`config.mk`:
```
export PLATFORM = sky130hd
export DESIGN_NAME = quad_encoder_counter
export DESIGN_NICKNAME = d
export VERILOG_FILES = /design/src/rtl/quad_encoder_counter.sv
export SDC_FILE = /design/constraint.sdc
export NUM_CORES = 1
export LEC_CHECK = 0
export ABC_CLOCK_PERIOD_IN_PS = 6300
export CAP_MARGIN = 10
export CORE_UTILIZATION = 50
export DETAILED_ROUTE_END_ITERATION = 16
export GPL_ROUTABILITY_DRIVEN = 0
export GPL_TIMING_DRIVEN = 0
export MAX_ROUTING_LAYER = met4
export PLACE_DENSITY = 0.69
export SLEW_MARGIN = 20
export SYNTH_ARGS = -nofsm -noshare
export SYNTH_HDL_FRONTEND = slang
export SYNTH_SLANG_ARGS = --single-unit
```
`constraint.sdc`:
```
create_clock -name CLOCK_50 -period 6.3 [get_ports CLOCK_50]
set_input_delay 0.63 -clock CLOCK_50 [delete_from_list [all_inputs] [get_ports CLOCK_50]]
set_output_delay 0.63 -clock CLOCK_50 [all_outputs]
set_load 0.01 [all_outputs]
```
`src/rtl/quad_encoder_counter.sv`:
```
// Quadrature encoder position counter with windowed, saturated velocity output.
// Build option: define QUAD_X4_EN for x4 decoding; by default only A rising edges count (x1).
module quad_encoder_counter #(
  parameter int COUNT_W     = 24,
  parameter int VEL_W       = 16,
  parameter int SYNC_STAGES = 2,
  parameter int VEL_WINDOW  = 500000
) (
  input  logic               CLOCK_50,
  input  logic               Reset,
  input  logic               EncoderReset,
  input  logic               A,
  input  logic               B,
  output logic [COUNT_W-1:0] EncoderCount,
  output logic [VEL_W-1:0]   EncoderVelocity,
  output logic               VelocityValid,
  output logic               EncoderDirection,
  output logic               EncoderError
);

  localparam int WIN_W = $clog2(VEL_WINDOW);
  localparam int EXT_W = (COUNT_W > VEL_W) ? COUNT_W : VEL_W;
  localparam logic [WIN_W-1:0] WIN_LAST = WIN_W'(VEL_WINDOW - 1);
  localparam logic signed [EXT_W-1:0] VEL_MAX = {{(EXT_W-VEL_W+1){1'b0}}, {(VEL_W-1){1'b1}}};
  localparam logic signed [EXT_W-1:0] VEL_MIN = ~VEL_MAX;

  logic [SYNC_STAGES-1:0]  sync_a;
  logic [SYNC_STAGES-1:0]  sync_b;
  logic [1:0]              prev_ab;
  logic [1:0]              cur_ab;
  logic [COUNT_W-1:0]      count;
  logic [COUNT_W-1:0]      snapshot;
  logic [WIN_W-1:0]        win_cnt;
  logic                    step_en;
  logic                    step_up;
  logic                    illegal;
  logic                    win_end;
  logic signed [COUNT_W-1:0] delta;
  logic signed [EXT_W-1:0]   delta_ext;
  logic [VEL_W-1:0]          vel_sat;

  assign cur_ab       = {sync_a[SYNC_STAGES-1], sync_b[SYNC_STAGES-1]};
  assign EncoderCount = count;
  assign win_end      = (win_cnt == WIN_LAST);

  // Forward order 00->10->11->01: a single-bit change is forward exactly when new A differs from old B.
  always_comb begin
    illegal = ((cur_ab ^ prev_ab) == 2'b11);
    step_up = cur_ab[1] ^ prev_ab[0];
`ifdef QUAD_X4_EN
    step_en = (cur_ab != prev_ab) && !illegal;
`else
    step_en = !prev_ab[1] && cur_ab[1] && (cur_ab[0] == prev_ab[0]);
`endif
  end

  // Modular difference first, then sign-extend so saturation sees the true signed delta.
  always_comb begin
    delta     = count - snapshot;
    delta_ext = EXT_W'(delta);
    if (delta_ext > VEL_MAX) begin
      vel_sat = {1'b0, {(VEL_W-1){1'b1}}};
    end else if (delta_ext < VEL_MIN) begin
      vel_sat = {1'b1, {(VEL_W-1){1'b0}}};
    end else begin
      vel_sat = VEL_W'(delta_ext);
    end
  end

  always_ff @(posedge CLOCK_50 or posedge Reset) begin
    if (Reset) begin
      sync_a  <= '0;
      sync_b  <= '0;
      prev_ab <= '0;
    end else begin
      sync_a  <= {sync_a[SYNC_STAGES-2:0], A};
      sync_b  <= {sync_b[SYNC_STAGES-2:0], B};
      prev_ab <= cur_ab;
    end
  end

  always_ff @(posedge CLOCK_50 or posedge Reset) begin
    if (Reset) begin
      count            <= '0;
      snapshot         <= '0;
      win_cnt          <= '0;
      EncoderVelocity  <= '0;
      VelocityValid    <= 1'b0;
      EncoderDirection <= 1'b0;
      EncoderError     <= 1'b0;
    end else if (EncoderReset) begin
      count           <= '0;
      snapshot        <= '0;
      win_cnt         <= '0;
      EncoderVelocity <= '0;
      VelocityValid   <= 1'b0;
      EncoderError    <= 1'b0;
    end else begin
      if (step_en) begin
        count            <= step_up ? count + COUNT_W'(1) : count - COUNT_W'(1);
        EncoderDirection <= step_up;
      end
      if (illegal) begin
        EncoderError <= 1'b1;
      end
      // Snapshot takes the pre-step count, so a step on this cycle lands in the next window.
      if (win_end) begin
        win_cnt         <= '0;
        snapshot        <= count;
        EncoderVelocity <= vel_sat;
        VelocityValid   <= 1'b1;
      end else begin
        win_cnt       <= win_cnt + WIN_W'(1);
        VelocityValid <= 1'b0;
      end
    end
  end

endmodule

```
==> metrics.csv <==
stage,metric,value,unit
floorplan,core box area,12600,µm²
worst_setup_path,FF-to-FF End,EncoderCount[22]$_DFFE_PP0P_,
sta,max-slew violations,0,
layout,layout cells sized above 1,0.0733,
synthesis,share of flip-flops with an asynchronous set or reset,1.00,
worst_setup_path,Buf/Inv on CP,1,
synthesis,synth unique cells,69,
synthesis,Seq cells post-synth,92,
clock_tree,clk slew on worst S/H paths,60,ps
pwr,"IR drop worst, VDD",240,µV
route,total iterations of the first detailed-routing run,6,
clock_tree,maximum clock insertion buffer count,2,
clock_tree,Sink Count,92,
sta,setup violators final,0,
synthesis,Avg Synthesized Cell Area,8.59,µm²
global_routing,first-pass GRT wire length,26.1,mm
worst_setup_path,worst path required time,6520,ps
route,post-DR vias/cell,5.71,
synthesis,Syn. warnings,0,
min_path,Hold Path End,sync_a[1]$_DFF_PP0_,
worst_setup_path,reg2reg start,sync_a[1]$_DFF_PP0_,
worst_setup_path,"Max FO, Critical Path",24,
clock_tree,CTS tree,built,
sta,worst-margin pin slew,1080,ps
place,dpl cell area,7200,µm²
worst_setup_path,critical path type,register to register,
synthesis,"Seq/Total Area, Yosys",0.355,
worst_setup_path,Slowest cell on crit path,fa_1,
synthesis,leading area contributor after synthesis,dfrtp_1,
clock_tree,PostCTS Resize Cnt,0,
pwr,overall power,1.80,mW
outcome,status,finished clean,
synthesis,synthesized area,6480,µm²
route,Vias,5658,
sta,Final Hold Fails,0,
sta,setup_tns,0,ps
sta,RSZ-0062 raised after global routing,no,
global_routing,gr ovfl total,0,
layout,Multi-input gate area,3900,µm²
synthesis,Post-synth EDFFs,0,
pwr,LEAKAGE,3.25,nW
worst_setup_path,FF-to-FF path depth,12,
place,Buffers on Ports,47,
worst_setup_path,CP max stage delay,590,ps
synthesis,Synth Net Count,809,
worst_setup_path,cells along the critical path,"xor2_1, inv_1, fa_1, a21o_1, a21o_1, a211oi_2, o21a_2, nor3_1, or4b_4, nand3b_1, a2111oi_0, or4_1",
worst_setup_path,family with the most delay on the worst path,simple AND/OR/NAND/NOR gates,
route,Antenna Violating Nets Remaining,0,
route,Iter 0 DRT Violations,420,
global_routing,initial antenna violation count,1,
clock_tree,htree depth,3,
min_path,min-delay src,sync_a[0]$_DFF_PP0_,
worst_setup_path,startpoint types,register,
worst_setup_path,number of cells on the critical path,12,
layout,# diodes,0,
worst_setup_path,critical path endpoint category,register,
sta,skew final,14.1,ps
layout,layout net count,868,
layout,Non-Filler Instances,991,
clock_tree,cts hold-fix bufs,0,
sta,highest clock rate,238,MHz
floorplan,Rows,41,
global_routing,vias in the first global route,5544,
clock_tree,CTS Buf Count,9,
floorplan,starting density of the core,0.514,
sta,worst rel slew slack,0.272,
route,DRC,0,
global_routing,largest net degree at the start of global routing,58,
floorplan,DIE AREA,13400,µm²
job,max-cap viol count,0,
route,routed len/inst,15.5,µm
synthesis,Synth area leaders,"dfrtp_1 (36%), ha_1 (9.1%), nand2_1 (7.4%)",
worst_setup_path,r2r setup slk,2090,ps
layout,post-route cell area,7570,µm²
clock_tree,Setup Buffers After CTS,0,
sta,Tmin final,4210,ps
layout,Area Overhead vs Synth,16.7,%
synthesis,Synth Instances,755,
place,placed cell count,975,
worst_setup_path,most frequent CP cell,a21o_1,
layout,sequential cell area,2300,µm²
floorplan,Die Y,116,µm
clock_tree,root buffer cell,clkbuf_16,
clock_tree,Clock Latency Late Sink,360,ps
global_routing,Global Route Usage Sum,0.258,
worst_setup_path,WP data arrival,4430,ps
floorplan,Boundary Pins,48,
min_path,Hold Crit Depth,0,
synthesis,top_reg_cell synth,dfrtp_1,
layout,Fillers,1139,
floorplan,Die Width,116,µm
place,HPWL Detailed,11.6,mm
sta,period utilization,0.668,
min_path,Worst Hold Class,register to register,
synthesis,Yosys top cell area share,0.355,
route,Post-Route WL,15.4,mm
pwr,PD cells,237,nW/µm²
[cell usage after synthesis, types with 8 or more instances]
cell        n
nand2b_1   12
nor3_1     14
xor2_1     24
nor2_1     58
o211ai_1    8
o21ai_1     8
nand3_1    23
and3_1      8
o211ai_2   10
nor2b_1    11
a21o_1     15
a21oi_1    77
ha_1       47
a211oi_1   10
dfrtp_1    92
clkbuf_1   22
o21ai_0    20
inv_1      36
nand2_1   127
xnor2_1    28
[cell families (layout without fill, tap and decap cells)]
| group | after synthesis | count (layout) | share of synthesized area |
|---|---|---|---|
| DFF | 92 | 92 | 0.355 |
| muxes | 4 | 4 | 0.00617 |
| adders and majority gates | 49 | 49 | 0.0969 |
| xor gates and xnor gates | 53 | 53 | 0.0727 |
| buffers and inverters | 66 | 130 | 0.0434 |
| AOI/OAI and AO/OA | 189 | 189 | 0.204 |
| and+or+nand+nor | 302 | 302 | 0.222 |
[routing by layer]
layer | global-route usage | share of wire | vias to the layer above
met4 | 0.127 | 0.030 | 0
met1 | 0.309 | 0.44 | 2697
met2 | 0.431 | 0.49 | 145
li1 | - | - | 2776
met3 | 0.0309 | 0.037 | 40
met5 | - | 0 | -
[how the worst max path moves through the flow]
| stage | start | endpoint | slack, ps |
|---|---|---|---|
| after floorplan | sync_a[1]$_DFF_PP0_ | EncoderCount[22]$_DFFE_PP0P_ | 2650 |
| after global placement | Reset | EncoderCount[20]$_DFFE_PP0P_ | 1910 |
| after detailed placement | sync_a[1]$_DFF_PP0_ | EncoderCount[22]$_DFFE_PP0P_ | 2140 |
| after CTS | sync_a[1]$_DFF_PP0_ | EncoderCount[22]$_DFFE_PP0P_ | 2120 |
| after global routing | sync_a[1]$_DFF_PP0_ | EncoderCount[22]$_DFFE_PP0P_ | 1890 |
| final | sync_a[1]$_DFF_PP0_ | EncoderCount[22]$_DFFE_PP0P_ | 2090 |
[layout make-up]
cell class	count	area share
tap	172	0.0284
multi-input combinational	597	0.516
clock inverter	4	0.0159
sequential	92	0.304
inverter	36	0.0182
clock buffer	12	0.0326
buffer	30	0.0193
timing repair buffer	48	0.0658
[where the power goes]
part	internal (mW)	switching, mW	total [mW]
Clock	0.439	0.230	0.669
Combinational	0.215	0.284	0.499
Sequential	0.605	0.0227	0.628
Total	1.26	0.537	1.80
[per-stage QoR]
| step | hold WS [ps] | utilization | setup WS [ps] |
|---|---|---|---|
| 5_1_grt | 354 | 0.600 | 1890 |
| 6_report | 347 | 0.600 | 2090 |
| 2_1_floorplan | 331 | - | 2650 |
| 3_3_place_gp | 333 | 0.568 | 1910 |
| 4_1_cts | 351 | 0.600 | 2120 |
| 3_5_place_dp | 338 | 0.571 | 2140 |
[registers in the layout, summed over array words and instances, names as in the netlist, 2 cells and up]
name / flops
EncoderCount: 24
snapshot: 24
win_cnt: 19
EncoderVelocity: 16
prev_ab: 2
sync_a: 2
sync_b: 2
[layout by cell type (no fill, tap or decap), types with 5 or more instances in the layout]
cell type,Yosys,final
a211oi_1,10,10
a21o_1,15,15
a21oi_1,77,77
a31oi_1,6,6
and3_1,8,8
clkbuf_1,22,24
clkbuf_16,0,9
clkdlybuf4s50_1,0,47
dfrtp_1,92,92
ha_1,47,47
inv_1,36,35
nand2_1,127,127
nand2b_1,12,12
nand3_1,23,23
nand3b_1,6,6
nand4_1,6,6
nor2_1,58,58
nor2b_1,11,11
nor3_1,14,14
o211ai_1,8,8
o211ai_2,10,10
o21a_1,5,5
o21ai_0,20,20
o21ai_1,8,8
or4_1,6,6
xnor2_1,28,28
xor2_1,24,24
No activity file was read; power rests on OpenSTA's default activity.
